--- config.mk ---
export PLATFORM = sky130hd
export DESIGN_NAME = rr_arbiter_hold
export DESIGN_NICKNAME = d
export VERILOG_FILES = /design/src/rtl/rr_arbiter_hold.sv
export SDC_FILE = /design/constraint.sdc
export NUM_CORES = 1
export LEC_CHECK = 0
export ABC_AREA = 0
export CAP_MARGIN = 20
export CORE_AREA = 2 2 39 41
export CTS_CLUSTER_DIAMETER = 30
export DETAILED_ROUTE_END_ITERATION = 6
export DIE_AREA = 0 0 41 43
export PLACE_DENSITY = 0.74
export SLEW_MARGIN = 5
export SYNTH_ARGS = -nofsm -noshare
export SYNTH_HDL_FRONTEND = slang
export SYNTH_SLANG_ARGS = --single-unit
export TNS_END_PERCENT = 20
--- constraint.sdc ---
create_clock -name clk -period 3.9 [get_ports clk]
set_input_delay 0.78 -clock clk [delete_from_list [all_inputs] [get_ports clk]]
set_output_delay 0.78 -clock clk [all_outputs]
set_load 0.02 [all_outputs]
--- src/rtl/rr_arbiter_hold.sv ---
`default_nettype none
// ============================================================================
// Module      : rr_arbiter_hold
// Description : Round-robin arbiter that holds each grant until the owner
//               signals done or drops its request. Optional forced release
//               after TIMEOUT_CYCLES when RR_ARBITER_HOLD_TIMEOUT_EN is defined.
// Revision    : 1.0 - initial release
// ============================================================================
module rr_arbiter_hold #(
    parameter int SIZE           = 4,
    parameter int TIMEOUT_CYCLES = 16
) (
    input  logic                    clk,
    input  logic                    rst_n,
    input  logic [SIZE-1:0]         req,
    input  logic [SIZE-1:0]         done,
    output logic [SIZE-1:0]         gnt,
    output logic [$clog2(SIZE)-1:0] gnt_id,
    output logic                    busy,
    output logic                    timeout
);

    localparam int ID_W = $clog2(SIZE);
    localparam logic [ID_W-1:0] C_LAST_ID = ID_W'(SIZE - 1);

    if ((SIZE < 2) || (SIZE > 32) || (TIMEOUT_CYCLES < 2) || (TIMEOUT_CYCLES > 65535)) begin : g_bad_param
        $error("rr_arbiter_hold: SIZE or TIMEOUT_CYCLES out of legal range");
    end

    typedef enum logic [0:0] {
        ST_IDLE  = 1'b0,
        ST_GRANT = 1'b1
    } state_t;

    state_t            r_state;
    state_t            w_state_nxt;
    logic [SIZE-1:0]   r_gnt;
    logic [SIZE-1:0]   w_gnt_nxt;
    logic [ID_W-1:0]   r_gnt_id;
    logic [ID_W-1:0]   w_gnt_id_nxt;
    logic [ID_W-1:0]   r_ptr;
    logic [ID_W-1:0]   w_ptr_nxt;
    logic              r_busy;
    logic              w_busy_nxt;
    logic              w_timeout_nxt;
    logic              w_timeout_hit;

    logic [SIZE-1:0]   w_req_hi;
    logic [ID_W-1:0]   w_win_hi;
    logic [ID_W-1:0]   w_win_lo;
    logic [ID_W-1:0]   w_winner;
    logic              w_normal_release;
    logic [ID_W-1:0]   w_ptr_inc;

    // Rotating priority: lowest set request at or above ptr, else lowest overall.
    always_comb begin
        w_req_hi = '0;
        w_win_hi = '0;
        w_win_lo = '0;
        for (int i = 0; i < SIZE; i++) begin
            w_req_hi[i] = req[i] && (ID_W'(i) >= r_ptr);
        end
        for (int i = SIZE - 1; i >= 0; i--) begin
            if (w_req_hi[i]) w_win_hi = ID_W'(i);
            if (req[i])      w_win_lo = ID_W'(i);
        end
    end

    assign w_winner         = (|w_req_hi) ? w_win_hi : w_win_lo;
    assign w_normal_release = done[r_gnt_id] || !req[r_gnt_id];
    assign w_ptr_inc        = (r_gnt_id == C_LAST_ID) ? '0 : r_gnt_id + ID_W'(1);

`ifdef RR_ARBITER_HOLD_TIMEOUT_EN
    localparam int CNT_W = $clog2(TIMEOUT_CYCLES);
    localparam logic [CNT_W-1:0] C_HOLD_LAST = CNT_W'(TIMEOUT_CYCLES - 1);

    logic [CNT_W-1:0] r_hold_cnt;
    logic             r_timeout;

    // Counter sits at zero while idle, so each grant starts counting from 0.
    always_ff @(posedge clk or negedge rst_n) begin
        if (!rst_n) begin
            r_hold_cnt <= '0;
            r_timeout  <= 1'b0;
        end else begin
            r_timeout <= w_timeout_nxt;
            if (r_state == ST_GRANT) begin
                r_hold_cnt <= r_hold_cnt + CNT_W'(1);
            end else begin
                r_hold_cnt <= '0;
            end
        end
    end

    assign w_timeout_hit = (r_hold_cnt == C_HOLD_LAST);
    assign timeout       = r_timeout;
`else
    assign w_timeout_hit = 1'b0;
    assign timeout       = 1'b0;
`endif

    always_comb begin
        w_state_nxt   = r_state;
        w_gnt_nxt     = r_gnt;
        w_gnt_id_nxt  = r_gnt_id;
        w_ptr_nxt     = r_ptr;
        w_busy_nxt    = r_busy;
        w_timeout_nxt = 1'b0;
        case (r_state)
            ST_IDLE: begin
                if (|req) begin
                    w_state_nxt           = ST_GRANT;
                    w_gnt_nxt             = '0;
                    w_gnt_nxt[w_winner]   = 1'b1;
                    w_gnt_id_nxt          = w_winner;
                    w_busy_nxt            = 1'b1;
                end
            end
            ST_GRANT: begin
                if (w_normal_release || w_timeout_hit) begin
                    w_state_nxt   = ST_IDLE;
                    w_gnt_nxt     = '0;
                    w_gnt_id_nxt  = '0;
                    w_busy_nxt    = 1'b0;
                    w_ptr_nxt     = w_ptr_inc;
                    w_timeout_nxt = !w_normal_release;
                end
            end
            default: begin
                w_state_nxt  = ST_IDLE;
                w_gnt_nxt    = '0;
                w_gnt_id_nxt = '0;
                w_busy_nxt   = 1'b0;
            end
        endcase
    end

    always_ff @(posedge clk or negedge rst_n) begin
        if (!rst_n) begin
            r_state  <= ST_IDLE;
            r_gnt    <= '0;
            r_gnt_id <= '0;
            r_ptr    <= '0;
            r_busy   <= 1'b0;
        end else begin
            r_state  <= w_state_nxt;
            r_gnt    <= w_gnt_nxt;
            r_gnt_id <= w_gnt_id_nxt;
            r_ptr    <= w_ptr_nxt;
            r_busy   <= w_busy_nxt;
        end
    end

    assign gnt    = r_gnt;
    assign gnt_id = r_gnt_id;
    assign busy   = r_busy;

endmodule
`default_nettype wire

# == Word level (Yosys, flattened, before mapping) ==
# Cells that the tools add are included.
# word_totals
register_bits,10
latch_bits,0
mem_bits_rw,0
romBits,0
out_inout_bits,8
n_memories,0
# op_classes
n_addsub,1
mul,0
div_mod_pow,0
n_lt_le_gt_ge,7
n_eq_ne,3
shifts,0
mux,28
bitwise,1
n_reduce_logical,11
# op_table
operator,count
$mux 2,12
$mux 4,2
$pmux 4 s2,1
$reduce_or 4->1,2
$mux 1,7
$lt 2x3->1 const B,2
$logic_and 1x1->1,5
$bmux 1 s2,2
$ge 1x2->1 const A,2
$ge 2x2->1 const A,2
$pmux 1 s2,2
$pmux 2 s2,1
$reduce_and 2->1,2
$add 2x1->2 const B,1
$demux 1 s2,1
$eq 2x2->1 const B,1
$ge 2x1->1 const B,1
$ne 2x1->1 const B,1
$ne 2x2->1 const B,1
$logic_not 1->1,1
$logic_or 1x1->1,1
$not 1->1,1

# == Logic depth before layout (Yosys ltp) ==
# logic_depth
ltp_word,13
mapped_depth,4
ltp_nobuf,4

# == Worst setup path after synthesis ==
# No wires, ideal clock.
# synth_timing
path_kind,input port to flip-flop
start,input done[3]
end,register r_ptr[0]
t_arrival_ns,1.725
required_ns,3.773
slack_ns,2.048
cell_stages,4
path_buffers,0
path_cell_list,and4b_1 -> nor4_4 -> nand2_2 -> mux2_1
# synth_via
elab_chain_len,4
# synth_lines
item,line,text
from (decl),16,"input logic [SIZE-1:0] done,"
$bmux 1 s2,70,assign w_normal_release = done[r_gnt_id] || !req[r_gnt_id];
$mux 1 (not written as such),70,
$logic_or 1x1->1,70,
$reduce_and 2->1 (no line),--,
to (signal assigned),149,r_ptr <= w_ptr_nxt;
to (decl),41,logic [ID_W-1:0] r_ptr;
# Every way passes these cells. The select of a mux whose other input is x is not followed.
# A chain may end at the register's enable or synchronous reset.

# == Final worst setup path ==
# layout_timing
start,register r_gnt_id[0] (netlist: gnt_id[0])
end,output gnt_id[0]
# layout_lines
item,line,text
from (decl),39,logic [ID_W-1:0] r_gnt_id;
from (signal assigned),148,r_gnt_id <= w_gnt_id_nxt;
to (decl),18,"output logic [$clog2(SIZE)-1:0] gnt_id,"
# No word-level cell between the ends.

==> impl_metrics.toml <==
[critical_path]
r2r-start = "gnt_id[0]"
crit_slowest_cell = "clkdlybuf4s50_1"
slowest_delay_ns = 0.66
path_cells = "clkdlybuf4s50_1"
crit_path_end_kind = "output port"
cp_top_family = "buffers and inverters"
startpoint = "gnt_id[0]"
reg2regPathDepth = 4
required_ns = 3.12
path_class = "flop to output port"
cp_max_fo = 8
path_buf_inv = 1
startpoint_type = "flop"
crit_arrival_ns = 1.40
r2r_slack_ns = 2.24
r2r_end = "r_ptr[0]"

[timing]
setup_ws_ns = 1.72
grt_setup_unrepaired = "no"
slew_violations = 0
min_period_ns = 2.18
max_freq_ghz = 0.458
fin_crit_sh = 0.560
hold_violations = 0
finalSetupTns_ns = 0
skew_ns = 0.00720
finalSetupViolations = 0
whs_ns = 0.492

[synth]
syn_area_sq_um = 553
synthCells = 46
synth.avg_cell_area_sq_um = 12.0
synth_nets = 57
synth_cell_types = 28
yosys.area.top_type = "dfrtp_1"
yosys_warnings = 0
ys_ff_latch = 10
synth_top_area_share = 0.452
ys_seq_area_frac = 0.452
ys_top_cells_by_area = "dfrtp_1, a22o_1, mux2_1, nor4_4, o2bb2ai_1"

[clocking]
htree_levels = 1
post_cts_resized = 0
cts_tree = "yes"
postCtsSetupRepairBufs = 0
cts.clk_slew.worst_paths_ns = 0.07
hold_buffers = 0
clock_insertion_delay_worst_skew_ns = 0.26
cts_num_sinks = 10
numCtsBuffers = 3
clock_path_buffers = 2
cts_root_buf = "clkbuf_4"

[cells_and_area]
instances_no_fill = 81
syn_to_final_growth_pct = 37.8
final_layout_size_suffix_gt1_frac = 0.154
nets = 77
fill_cells = 138
design_area_sq_um = 762
final_core_util = 0.551
diodes = 0

[flow_run]
max-cap-violations = 0

[floorplan]
die_w_microns = 41
dieHeight_microns = 43
dieArea_sq_um = 1760
ios = 18
fp-row-count = 14
core-area_sq_um = 1380
initial_core_util = 0.400

[global_route]
grt_pass1_wl_mm = 1.84
grt_pass1_vias = 450
grt_start_max_net_pins = 11
gr-total-overflow = 0
antenna_found_initial = 0
track_usage = 0.164

[hold_path]
whs_endpoint = "gnt[0]"
hp-start = "gnt[0]"
whs_path_depth = 1
hold_class = "flop to flop"

[routing]
viasPerCell = 5.52
drt_pass1_iterations = 4
wirelength_mm = 1.12
vias = 447
drcViolationCount = 0
drtIter0Drc = 6
postRouteAntennaNets = 0
post_drt_wl_per_cell_microns = 13.8

[power]
power_density_nw_per_um2 = 708
report.power.total_uw = 539
p_leak_nw = 0.316
peakVddDrop_mv = 0.369

[place]
placed_area_sq_um = 726
numPlacedInstances = 77
preCtsSetupSlack_ns = 1.46
io_buffers = 16
hpwlAfterDp_microns = 852
gp_congestion = 0.715

[run_status]
status = "complete, no violations"
## cell families (layout without fill, tap and decap cells)
family                   Yosys count  count (layout)  share of synthesized area
AO/OA/AOI/OAI                     15              15                      0.210
AND/OR/NAND/NOR                   15              15                      0.235
flip-flops                        10              10                      0.452
multiplexers                       3               3                     0.0588
adder cells (fa/ha/maj)            1               1                     0.0226
other                              1               1                    0.00678
buffers and inverters              1              20                     0.0136
## cells in the final DEF, fill, tap and decap left out
cell type	netlist	final
a21boi_0	1	1
a21o_1	1	1
a21oi_1	1	1
a21oi_2	1	1
a22o_1	3	3
a311o_1	1	1
a311oi_1	1	1
and4b_1	1	1
and4bb_2	1	1
and4bb_4	1	1
clkbuf_4	0	3
clkbuf_8	0	1
clkdlybuf4s50_1	0	16
conb_1	1	1
dfrtp_1	10	10
ha_1	1	1
mux2_1	2	2
mux2i_1	1	1
nand2_1	2	2
nand2_2	1	1
nand2b_1	2	2
nor2_1	2	2
nor3b_1	2	2
nor4_1	1	1
nor4_4	1	1
nor4b_2	1	1
o21a_1	1	1
o21ai_0	2	2
o21bai_1	1	1
o2bb2ai_1	2	2
## how the worst max path moves through the flow
stage / end / slack, ns / cells after the start
floorplan: r_ptr[0] / 2.05 / 4
global placement: r_ptr[0] / 1.46 / 5
detailed placement: r_ptr[0] / 1.46 / 5
CTS: gnt_id[0] / 1.70 / 1
global route: gnt[3] / 1.64 / 5
finish: gnt_id[0] / 1.72 / 1
## cell type report
cell class                 instances  area (sq um)  area share
multi-input combinational         35           295       0.388
sequential                        10           250       0.328
timing repair buffer              16           160       0.210
clock buffer                       4          36.3      0.0476
tap                               16          20.0      0.0263
## where the power goes
group / total (mW) / leakage, nW / switching (mW) / internal [mW]
Sequential: 0.195 / 0.126 / 0.0462 / 0.149
Combinational: 0.255 / 0.169 / 0.124 / 0.131
Clock: 0.0893 / 0.0210 / 0.0327 / 0.0565
## metal layers
layer	share of wire	global-route usage	wire (microns)	up-vias
li1	-	-	-	219
met5	0	0	0	-
met1	0.46	0.201	512	208
met2	0.44	0.228	494	16
met3	0.062	0.0366	69	4
met4	0.038	0.140	42	0
## cells in the mapped netlist
cell / instances
mux2i_1: 1
a21boi_0: 1
nor3b_1: 2
nor4b_2: 1
nand2_2: 1
a22o_1: 3
o21ai_0: 2
nand2b_1: 2
and4b_1: 1
ha_1: 1
nand2_1: 2
o2bb2ai_1: 2
a21oi_2: 1
buf_4: 1
nor4_1: 1
a311oi_1: 1
a311o_1: 1
nor2_1: 2
conb_1: 1
nor4_4: 1
and4bb_4: 1
mux2_1: 2
o21a_1: 1
a21o_1: 1
dfrtp_1: 10
a21oi_1: 1
o21bai_1: 1
and4bb_2: 1
## state kept, by name, summed over array words and instances, names as in the netlist
register  flops
r_ptr         2
gnt           4
r_state       1
gnt_id        2
busy          1
Note: power is estimated with default switching activity, not from simulation.
